### src/rtl/exe_div_unit.sv
// Multi-cycle restoring radix-2 divider for the EXE stage (DIV/DIVU).
// Holds the pipeline while iterating and keeps results until accepted.
module exe_div_unit (
  input  logic        clk,
  input  logic        rst,
  input  logic        EXE_Flush,
  input  logic        Div_Start,
  input  logic        Div_Signed,
  input  logic [31:0] Div_A,
  input  logic [31:0] Div_B,
  input  logic        Div_Ack,
  output logic        Div_Stall,
  output logic        Div_Busy,
  output logic        Div_Done,
  output logic [31:0] Div_Quot,
  output logic [31:0] Div_Rem
);

  typedef enum logic [1:0] {IDLE, CALC, DONE} state_t;

  state_t      state_q, state_d;
  logic [5:0]  cnt_q, cnt_d;
  logic [32:0] prem_q, prem_d;
  logic [31:0] quo_q, quo_d;
  logic [31:0] dvs_q, dvs_d;
  logic        negq_q, negq_d;
  logic        negr_q, negr_d;
  logic [31:0] quot_q, quot_d;
  logic [31:0] rem_q, rem_d;

  logic        accept;
  logic [32:0] shifted;
  logic [33:0] diff;
  logic        borrow;
  logic [32:0] prem_nxt;
  logic [31:0] quo_nxt;
  logic [31:0] a_mag, b_mag;

  assign accept  = (state_q == IDLE) && Div_Start && !EXE_Flush;
  assign a_mag   = (Div_Signed && Div_A[31]) ? -Div_A : Div_A;
  assign b_mag   = (Div_Signed && Div_B[31]) ? -Div_B : Div_B;

  // Partial remainder stays below the divisor, so 33 bits hold the shift.
  assign shifted  = {prem_q[31:0], quo_q[31]};
  assign diff     = {1'b0, shifted} - {2'b00, dvs_q};
  assign borrow   = diff[33];
  assign prem_nxt = borrow ? shifted : diff[32:0];
  assign quo_nxt  = {quo_q[30:0], ~borrow};

  always_comb begin
    state_d = state_q;
    cnt_d   = cnt_q;
    prem_d  = prem_q;
    quo_d   = quo_q;
    dvs_d   = dvs_q;
    negq_d  = negq_q;
    negr_d  = negr_q;
    quot_d  = quot_q;
    rem_d   = rem_q;
    if (EXE_Flush) begin
      state_d = IDLE;
    end else begin
      unique case (state_q)
        IDLE: begin
          if (Div_Start) begin
            state_d = CALC;
            cnt_d   = '0;
            prem_d  = '0;
            quo_d   = a_mag;
            dvs_d   = b_mag;
            // Zero divisor yields all-ones regardless of sign.
            negq_d  = Div_Signed && (Div_A[31] ^ Div_B[31])
                      && (Div_B != '0);
            negr_d  = Div_Signed && Div_A[31];
          end
        end
        CALC: begin
          cnt_d  = cnt_q + 6'd1;
          prem_d = prem_nxt;
          quo_d  = quo_nxt;
          if (cnt_q == 6'd31) begin
            state_d = DONE;
            quot_d  = negq_q ? -quo_nxt : quo_nxt;
            rem_d   = negr_q ? -prem_nxt[31:0] : prem_nxt[31:0];
          end
        end
        DONE: begin
          if (Div_Ack) state_d = IDLE;
        end
        default: state_d = IDLE;
      endcase
    end
  end

  always_ff @(posedge clk or posedge rst) begin
    if (rst) begin
      state_q <= IDLE;
      cnt_q   <= '0;
      prem_q  <= '0;
      quo_q   <= '0;
      dvs_q   <= '0;
      negq_q  <= 1'b0;
      negr_q  <= 1'b0;
      quot_q  <= '0;
      rem_q   <= '0;
    end else begin
      state_q <= state_d;
      cnt_q   <= cnt_d;
      prem_q  <= prem_d;
      quo_q   <= quo_d;
      dvs_q   <= dvs_d;
      negq_q  <= negq_d;
      negr_q  <= negr_d;
      quot_q  <= quot_d;
      rem_q   <= rem_d;
    end
  end

  assign Div_Busy  = (state_q == CALC);
  assign Div_Done  = (state_q == DONE);
  assign Div_Stall = !rst && (Div_Busy || accept);
  assign Div_Quot  = quot_q;
  assign Div_Rem   = rem_q;

endmodule

### config.mk
export PLATFORM = sky130hd
export DESIGN_NAME = exe_div_unit
export DESIGN_NICKNAME = d
export VERILOG_FILES = /design/src/rtl/exe_div_unit.sv
export SDC_FILE = /design/constraint.sdc
export NUM_CORES = 1
export LEC_CHECK = 0
export BUFFER_PORTS_ARGS = -buffer_cell sky130_fd_sc_hd__buf_2
export CORE_MARGIN = 1
export CORE_UTILIZATION = 55
export CTS_CLUSTER_DIAMETER = 100
export DETAILED_ROUTE_END_ITERATION = 10
export PLACE_DENSITY = 0.75
export SETUP_SLACK_MARGIN = 0.1
export SLEW_MARGIN = 20
export SYNTH_ARGS = -nofsm -noshare
export SYNTH_HDL_FRONTEND = slang
export SYNTH_SLANG_ARGS = --single-unit
### constraint.sdc
create_clock -name clk -period 6.92 [get_ports clk]
set_input_delay 0.692 -clock clk [delete_from_list [all_inputs] [get_ports clk]]
set_output_delay 0.692 -clock clk [all_outputs]
set_load 0.005 [all_outputs]
==> results of run 1 <==
==> where the power goes <==
group / total (mW) / switching [mW] / internal [mW]
clock network: 0.940 / 0.431 / 0.509
registers: 1.41 / 0.252 / 1.16
logic: 3.80 / 2.35 / 1.45
total: 6.15 / 3.03 / 3.12
==> cell type report <==
class / instances / area [um2]
fillers: 1887 / 7830
multi-input cells: 1131 / 7170
flip-flops and latches: 170 / 4250
repair buffers: 146 / 756
clock buffers: 20 / 447
well taps: 275 / 344
inverters: 61 / 234
clock inverters: 12 / 113
==> cell families (layout without fill, tap and decap cells) <==
logic type,after synthesis,after routing
compound gates,500,500
xor+xnor,142,142
fa+ha+maj,38,38
buf+inv,138,239
flops,170,170
mux,29,29
simple gates,422,422
==> routing by layer <==
metal | vias up | global-route usage [%]
li1 | 5349 | -
met1 | 5201 | 45.8
met2 | 384 | 43.7
met3 | 37 | 4.07
met4 | 0 | 7.60
met5 | - | 0
==> through the flow <==
step           util (%)  cell area [um2]
5_1_grt            63.0            13300
4_1_cts            63.0            13300
3_3_place_gp       60.3            12800
2_1_floorplan         -            11900
3_5_place_dp       60.3            12800
6_report           63.0            13300
==> critical path: cells and delay by family (launching register included) <==
| family | cells | cell delay, ns |
|---|---|---|
| buffers and inverters | 1 | 0.31 |
| and+or+nand+nor | 2 | 0.35 |
| xor gates and xnor gates | 1 | 0.19 |
| DFF | 1 | 0.47 |
| AOI/OAI and AO/OA | 8 | 2.78 |
| adders and majority gates | 2 | 0.74 |
==> flip-flops by register name (all words and copies together), names as in the netlist <==
register / flops
Div_Quot: 32
Div_Rem: 32
cnt_q: 6
dvs_q: 32
negq_q: 1
negr_q: 1
prem_q: 32
quo_q: 32
state_q: 2
==> layout by cell type, fill, tap and decap left out, types with 17 or more instances in the layout <==
cell       synthesis  routed
a21oi_1          138     138
o21ai_0          175     175
nand2_1          202     201
nand3_1           19      19
o31ai_1           23      23
nor3_1            32      32
buf_2             14     136
inv_1             61      60
xnor2_1           67      67
ha_1              37      37
dfrtp_1          170     170
xor2_1            75      75
a21o_1            40      40
nor2_1            67      67
clkbuf_16          0      17
mux2i_1           23      23
==> final timing paths <==
path | from | cells after the start | end | slack, ns
setup / recovery | prem_q[7]$_DFFE_PP0P_ | 14 | Div_Rem[30]$_DFFE_PP0P_ | 1.99
setup reg to reg | prem_q[7]$_DFFE_PP0P_ | 14 | Div_Rem[30]$_DFFE_PP0P_ | 1.99
hold / removal | rst | 2 | Div_Quot[22]$_DFFE_PP0P_ | 0.46
max in group asynchronous | rst | 3 | prem_q[19]$_DFFE_PP0P_ | 4.98
hold reg to reg | Div_Quot[5]$_DFFE_PP0P_ | 2 | Div_Quot[5]$_DFFE_PP0P_ | 0.47
min in group clk | Div_Quot[5]$_DFFE_PP0P_ | 2 | Div_Quot[5]$_DFFE_PP0P_ | 0.47
==> impl_metrics.ini, run 1 <==
[outcome]
status = completed

[placement]
dp_slack_ns = 2.06
placedCellCount = 1783
gp_congestion = 0.937
io_buffer_count = 136
dpl.hpwl_um = 24300

[timing]
post-route-period-util_pct = 71.2
tightest_slew_ns = 1.05
relSlewSlack_pct = 30.1
fmax_mhz = 203
hold_violations = 0
skew_ns = 0.0120
rsz0062_at_grt = no
tns_ns = 0
setup_ws_ns = 1.99
setup_violations = 0
finalCriticalPeriod_ns = 4.93
report.final.slew_viol_count = 0
holdWs_ns = 0.457

[floorplanning]
ioPinCount = 137
dieArea_um2 = 22300
die_x_um = 149
rows = 53
initial_core_util_pct = 56.5
fp.dieH_um = 149
core_um2 = 21200

[drt]
drc_errors = 0
ant_nets = 0
wl_per_cell_um = 17.7
wl_met2_um = 13800
via_per_inst = 6.04
drt-pass1-iter-count = 5
drt-total-wl_um = 32200
highest_layer = met4
met1_length_um = 15600
via_count = 10971
dr_wl_met3_um = 2300
dr.first_iter.drc_count = 869

[synthesis]
synth_seq_area_share_pct = 35.6
muxShareOfSynthArea_pct = 2.49
syn_area_um2 = 11900
synth_top_area_share_pct = 35.6
syn_nets = 1547
ys.warnings.count = 0
synth_cell_types = 88
synth_top_cell_by_area = dfrtp_1
synth_compound_area_share_pct = 26.3
ys_ff_latch = 170
synth_edf_count = 0
yosys.area_share.xor_xnor_pct = 10.4
synth_async_sr_flop_share_pct = 100
synth_top_family_by_area = compound AO/OA/AOI/OAI gates
synth_area_leaders = dfrtp_1 36%, o21ai_0 7.3%, nand2_1 6.3%, a21oi_1 5.8%, xor2_1 5.5%
synth_most_common_cell = nand2_1
synthAdderAreaFrac_pct = 4.04
synth_commonest_cells = 202 x nand2_1, 175 x o21ai_0, 170 x dfrtp_1, 138 x a21oi_1, 75 x xor2_1
synthCells = 1439
synth-main-ff-cell = dfrtp_1
syn_area_per_cell_um2 = 8.30
synth-simple-area-share_pct = 16.6

[final_layout]
drive_above_1_share_pct = 13.8
fin_cells = 1815
final_nets = 1635
syn_to_final_growth_pct = 11.5
n_antenna_cell = 0

[pwr]
p_leak_nw = 6.10
finalPower_mw = 6.15
peakVddDrop_uv = 206
p_per_area_nw_per_um2 = 461

[clock_tree]
htree_levels = 4
cts_hold_buf = 0
cts_resized = 0
cts_num_sinks = 170
cts.root.buffer_cell = clkbuf_16
clk_latency_ns = 0.44
cts_tree = done
post_cts_buffers = 0
numCtsBuffers = 17
ctsLongestPathBuffers = 2
cts.clk_slew.worst_paths_ns = 0.07

[global_routing]
grt_max_degree = 120
grt_pass1_vias = 9904
track_usage_pct = 29.8
antenna_found_initial = 0
grt-ovfl-total = 0
grt_pass1_wl_um = 52400

[worst_setup_path]
critical_path.cell_chain = ha_1, and2_4, a221o_1, o211ai_2, a21o_1, nand2_2, buf_4, o21ai_0, ha_1, o21ai_0, o41ai_1, a41oi_1, xor2_1, a21oi_1
crit_path_start_kind = flip-flop
worstPathRequired_ns = 7.28
critical_path_class = flip-flop to flip-flop
crit_arrival_ns = 5.29
cp_max_fo = 41
worst_setup_path_end_kind = flip-flop
cp_slowest_stage_delay_ns = 0.67
crit_path_top_delay_cell = o41ai_1

[job]
maxCapViolations = 0

[worst_hold_path]
hold_path.class = input pin to async pin
(Power assumes the default switching activity.)
==> inputs of run 2 (changes only) <==
==> constraint.sdc (replaced) <==
create_clock -name clk -period 4.7 [get_ports clk]
set_input_delay 0.47 -clock clk [delete_from_list [all_inputs] [get_ports clk]]
set_output_delay 0.47 -clock clk [all_outputs]
set_load 0.005 [all_outputs]
==> run 2 against run 1 <==
Against the previous run: hold slack lost 0.42 ns; count of clock-buffer cells in the layout shrank 1; critical path depth shrank 3; global-route usage shrank 0.26 points; power grew 47%; critical endpoint is now Div_Rem[27]$_DFFE_PP0P_; cell count grew 0.33%; highest routed layer unchanged; register-to-register slack lost 1.6 ns; sequential share of layout area shrank 0.17 points; via count is essentially flat.
==> impl_metrics.ini, run 2 (synthesis gave the netlist of run 1 again) <==
[outcome]
status = completed

[clock_tree]
numCtsBuffers = 17
cts_hold_buf = 0
cts_resized = 0
cts_num_sinks = 170
clk_latency_ns = 0.44
post_cts_buffers = 0
htree_levels = 4
ctsLongestPathBuffers = 2
cts.root.buffer_cell = clkbuf_16
cts_tree = done
cts.clk_slew.worst_paths_ns = 0.07

[final_layout]
final_util_pct = 63.3
layout_common_cells = 201 x nand2_1, 175 x o21ai_0, 170 x dfrtp_1, 138 x a21oi_1, 136 x buf_2
n_antenna_cell = 0
final_nets = 1642
final_common_cell = nand2_1
drive_above_1_share_pct = 14.2
fillerInstances = 1875
syn_to_final_growth_pct = 12.1

[drt]
via_per_inst = 6.02
drc_errors = 0
dr.first_iter.drc_count = 960
via_count = 10967
drt-total-wl_um = 32400
wl_per_cell_um = 17.8
ant_nets = 0
drt-pass1-iter-count = 7

[worst_setup_path]
critical_path_class = flip-flop to flip-flop
cp_slowest_stage_delay_ns = 0.88
crit_path_top_delay_cell = a2111oi_0
path_buf_inv = 0
cp_top_family = compound AO/OA/AOI/OAI gates
worst_setup_path_end_kind = flip-flop
critical_path.cell_chain = ha_1, nand4_1, a2111oi_0, or3_4, a21oi_2, xnor2_1, o41a_4, nor4b_4, a21oi_1, xnor2_1, mux2_2
ff2ff_path_depth = 11
r2r_slack_ns = 0.39
r2r-end = Div_Rem[27]$_DFFE_PP0P_
cpMostUsedCell = xnor2_1
worstPathRequired_ns = 5.03
r2r-start = prem_q[12]$_DFFE_PP0P_
cp_max_fo = 14
crit_path_start_kind = flip-flop
crit_arrival_ns = 4.64

[floorplanning]
die_x_um = 149
initial_core_util_pct = 56.5
dieArea_um2 = 22300
core_um2 = 21200
rows = 53
fp.dieH_um = 149
ioPinCount = 137

[pwr]
finalPower_mw = 9.05
p_leak_nw = 6.13
p_per_area_nw_per_um2 = 675
peakVddDrop_uv = 342

[job]
maxCapViolations = 0

[timing]
hold_violations = 0
holdWs_ns = 0.0378
tightest_slew_ns = 0.981
setup_violations = 0
rsz0062_at_grt = no
relSlewSlack_pct = 32.9
report.final.slew_viol_count = 0
tns_ns = 0
finalCriticalPeriod_ns = 4.31
skew_ns = 0.0128
fmax_mhz = 232
post-route-period-util_pct = 91.7

[worst_hold_path]
hold_path.class = input pin to async pin

[placement]
io_buffer_count = 136
dpl.hpwl_um = 24200
gp_congestion = 0.984

[global_routing]
antenna_found_initial = 0
track_usage_pct = 29.6
grt_pass1_wl_um = 52100
grt-ovfl-total = 0
grt_pass1_vias = 9832
grt_max_degree = 125
## run 2: per-stage QoR
| step | setup slack (ns) | cell area [um2] | std cells |
|---|---|---|---|
| 6_report | 0.388 | 13400 | 1821 |
| 5_1_grt | 0.124 | 13400 | 1821 |
| 4_1_cts | 0.445 | 13300 | 1819 |
| 3_5_place_dp | 0.451 | 12800 | 1788 |
| 3_3_place_gp | 0.568 | 12800 | 1788 |
| 2_1_floorplan | 0.288 | 12000 | 1439 |
## run 2: power by group
part	internal (mW)	switching [mW]
Combinational	2.16	3.48
Sequential	1.71	0.374
Clock	0.693	0.633
Total	4.56	4.48
## run 2: how the worst max path moves through the flow
stage	startpoint	endpoint	slack (ns)	depth (start not counted)
3_3_place_gp	prem_q[7]$_DFFE_PP0P_	Div_Quot[28]$_DFFE_PP0P_	0.57	16
5_1_grt	prem_q[7]$_DFFE_PP0P_	Div_Quot[24]$_DFFE_PP0P_	0.12	15
4_1_cts	prem_q[7]$_DFFE_PP0P_	Div_Quot[28]$_DFFE_PP0P_	0.44	16
3_5_place_dp	prem_q[7]$_DFFE_PP0P_	Div_Quot[28]$_DFFE_PP0P_	0.45	16
2_1_floorplan	prem_q[7]$_DFFE_PP0P_	Div_Quot[28]$_DFFE_PP0P_	0.29	19
6_report	prem_q[12]$_DFFE_PP0P_	Div_Rem[27]$_DFFE_PP0P_	0.39	11
## run 2: routing by layer
layer	part of all wire [%]	vias to the layer above	global-route usage (%)
met4	1.4	0	6.38
met3	7.3	41	4.53
met2	43	438	42.9
met5	0	-	0
li1	-	5336	-
met1	48	5152	45.8
## run 2: layout make-up
type / count / area (um2) / area share, %
Tap cell: 275 / 344 / 2.57
Inverter: 61 / 233 / 1.74
Clock buffer: 19 / 443 / 3.31
Multi-Input combinational cell: 1131 / 7170 / 53.6
Clock inverter: 12 / 92.6 / 0.691
Timing Repair Buffer: 153 / 853 / 6.37
Sequential cell: 170 / 4250 / 31.8
==> inputs of run 3 (changes only) <==
--- a/config.mk
+++ b/config.mk
@@ -6,13 +6,11 @@
 export NUM_CORES = 1
 export LEC_CHECK = 0
 export BUFFER_PORTS_ARGS = -buffer_cell sky130_fd_sc_hd__buf_2
-export CORE_MARGIN = 1
 export CORE_UTILIZATION = 55
 export CTS_CLUSTER_DIAMETER = 100
 export DETAILED_ROUTE_END_ITERATION = 10
-export PLACE_DENSITY = 0.75
+export PLACE_DENSITY = 0.76
 export SETUP_SLACK_MARGIN = 0.1
-export SLEW_MARGIN = 20
 export SYNTH_ARGS = -nofsm -noshare
 export SYNTH_HDL_FRONTEND = slang
 export SYNTH_SLANG_ARGS = --single-unit
==> run 3 against run 2 <==
Against the previous run: power rose by 2.0%; utilization up 0.14 points; sequential share of layout area shrank 0.071 points; design area increased by 0.22%; clock skew grew 0.0031 ns; highest routed layer unchanged; critical endpoint is now Div_Quot[24]$_DFFE_PP0P_; via count increased by 0.80%; sequential power is essentially flat; largest cell class unchanged; flip-flop and latch count unchanged; worst setup slack improved by 0.0077 ns; fmax is 0.18% higher; wire length rose by 0.70%; count of clock-buffer cells in the layout unchanged.
==> impl_metrics.ini, run 3 (synthesis gave the netlist of run 1 again) <==
[outcome]
status = completed

[worst_setup_path]
crit_arrival_ns = 4.58
endpoint = Div_Quot[24]$_DFFE_PP0P_
r2r_slack_ns = 0.40
r2r-end = Div_Quot[24]$_DFFE_PP0P_
cpMostUsedCell = nand2b_1
ff2ff_path_depth = 15
r2r-start = prem_q[7]$_DFFE_PP0P_
path_depth = 15
crit_start = prem_q[7]$_DFFE_PP0P_
cp_top_family = compound AO/OA/AOI/OAI gates
cp_slowest_stage_delay_ns = 0.48
path_buf_inv = 2
critical_path.cell_chain = ha_1, buf_4, a221o_1, o211ai_2, a21o_1, nand2_2, inv_1, ha_1, nand2b_1, nand2b_1, nand2b_1, or3_1, o41ai_1, xor2_1, o21ai_0
worst_setup_path_end_kind = flip-flop
critical_path_class = flip-flop to flip-flop
worstPathRequired_ns = 4.98
cp_max_fo = 7
crit_path_start_kind = flip-flop
crit_path_top_delay_cell = or3_1

[drt]
drt-total-wl_um = 32600
wl_per_cell_um = 17.9
drt-pass1-iter-count = 5
ant_nets = 0
dr.first_iter.drc_count = 928
via_per_inst = 6.07
via_count = 11055
drc_errors = 0

[placement]
io_buffer_count = 136
gp_congestion = 0.941
placedCellCount = 1788
dpl.hpwl_um = 24200

[timing]
tns_ns = 0
tightest_slew_ns = 1.31
hold_violations = 0
post-route-period-util_pct = 91.6
rsz0062_at_grt = no
finalCriticalPeriod_ns = 4.30
setup_violations = 0
fmax_mhz = 232
report.final.slew_viol_count = 0
holdWs_ns = 0.224
skew_ns = 0.0160
relSlewSlack_pct = 12.7

[global_routing]
grt_pass1_wl_um = 52400
grt_pass1_vias = 9960
track_usage_pct = 29.6
antenna_found_initial = 0
top_usage_layer = met1
use_met2_pct = 43.1
met1_usage_pct = 44.9
grt-ovfl-total = 0
grt_max_degree = 128
grt_use_met3_pct = 5.05

[clock_tree]
cts.root.buffer_cell = clkbuf_16
ctsLongestPathBuffers = 2
cts_tree = done
clk_latency_ns = 0.44
cts_num_sinks = 170
cts_hold_buf = 0
numCtsBuffers = 17
htree_levels = 4
cts.clk_slew.worst_paths_ns = 0.07

[floorplanning]
rows = 53
core_um2 = 21200
die_x_um = 149
initial_core_util_pct = 56.5
ioPinCount = 137
fp.dieH_um = 149
dieArea_um2 = 22300

[pwr]
peakVddDrop_uv = 327
p_leak_nw = 6.14
p_per_area_nw_per_um2 = 687

[final_layout]
n_antenna_cell = 0
final_nets = 1640
fillerInstances = 1876
final_common_cell = nand2_1
layout_common_cells = 201 x nand2_1, 175 x o21ai_0, 170 x dfrtp_1, 138 x a21oi_1, 136 x buf_2
final_util_pct = 63.5
syn_to_final_growth_pct = 12.4
register_area_um2 = 4250
multiInputGateArea_um2 = 7180
drive_above_1_share_pct = 14.4
fin_cells = 1820

[worst_hold_path]
hold_path.class = input pin to async pin

[job]
maxCapViolations = 0
-- run 3: where the power goes --
| group | internal (mW) | switching, mW | leakage, nW |
|---|---|---|---|
| registers | 1.71 | 0.373 | 2.26 |
| clock network | 0.773 | 0.650 | 0.285 |
| logic | 2.19 | 3.53 | 3.60 |
-- run 3: final cells by class --
class / count / share of cell area [%]
timing repair buffer: 151 / 6.12
inverter: 61 / 1.73
clock buffer: 19 / 3.37
tap: 275 / 2.56
clock inverter: 13 / 1.01
multi-input combinational: 1131 / 53.5
sequential: 170 / 31.7
-- run 3: routing by layer --
| metal | vias up | wire length (um) |
|---|---|---|
| li1 | 5331 | - |
| met1 | 5259 | 15600 |
| met2 | 424 | 14100 |
| met3 | 41 | 2420 |
| met4 | 0 | 478 |
| met5 | - | 0 |
-- run 3: repair_timing --
action	4_1_cts	5_1_grt
setup endpoints to repair	0	3
buffers inserted	0	0
resized for setup	0	3
-- run 3: worst min-delay path by stage --
stage                                     endpoint                      from  depth (start not counted)  slack (ns)
after floorplan              dvs_q[10]$_DFFE_PP0P_     dvs_q[10]$_DFFE_PP0P_                          2        0.45
after global placement      Div_Rem[8]$_DFFE_PP0P_    Div_Rem[8]$_DFFE_PP0P_                          2        0.45
after detailed placement  Div_Quot[10]$_DFFE_PP0P_  Div_Quot[10]$_DFFE_PP0P_                          2        0.46
after CTS                 Div_Quot[22]$_DFFE_PP0P_                       rst                          3        0.25
after global routing      Div_Quot[22]$_DFFE_PP0P_                       rst                          3        0.28
final                     Div_Quot[22]$_DFFE_PP0P_                       rst                          3        0.22
-- run 3: stage by stage --
step	total power [mW]	area [um2]	setup WS, ns
after floorplan	6.20	12000	0.288
after CTS	9.05	13400	0.243
after global placement	7.51	12800	0.426
after detailed placement	7.59	12800	0.261
after global routing	9.85	13400	0.125
final	9.23	13400	0.396
-- run 3: worst register-to-register path, cell delays in order, from the launching register on --
cell and delay, ns:
dfrtp_1 0.46, ha_1 0.41, buf_4 0.20, a221o_1 0.45, o211ai_2 0.30, a21o_1 0.19
nand2_2 0.09, inv_1 0.12, ha_1 0.21, nand2b_1 0.11, nand2b_1 0.19, nand2b_1 0.23
or3_1 0.48, o41ai_1 0.44, xor2_1 0.20, o21ai_0 0.10
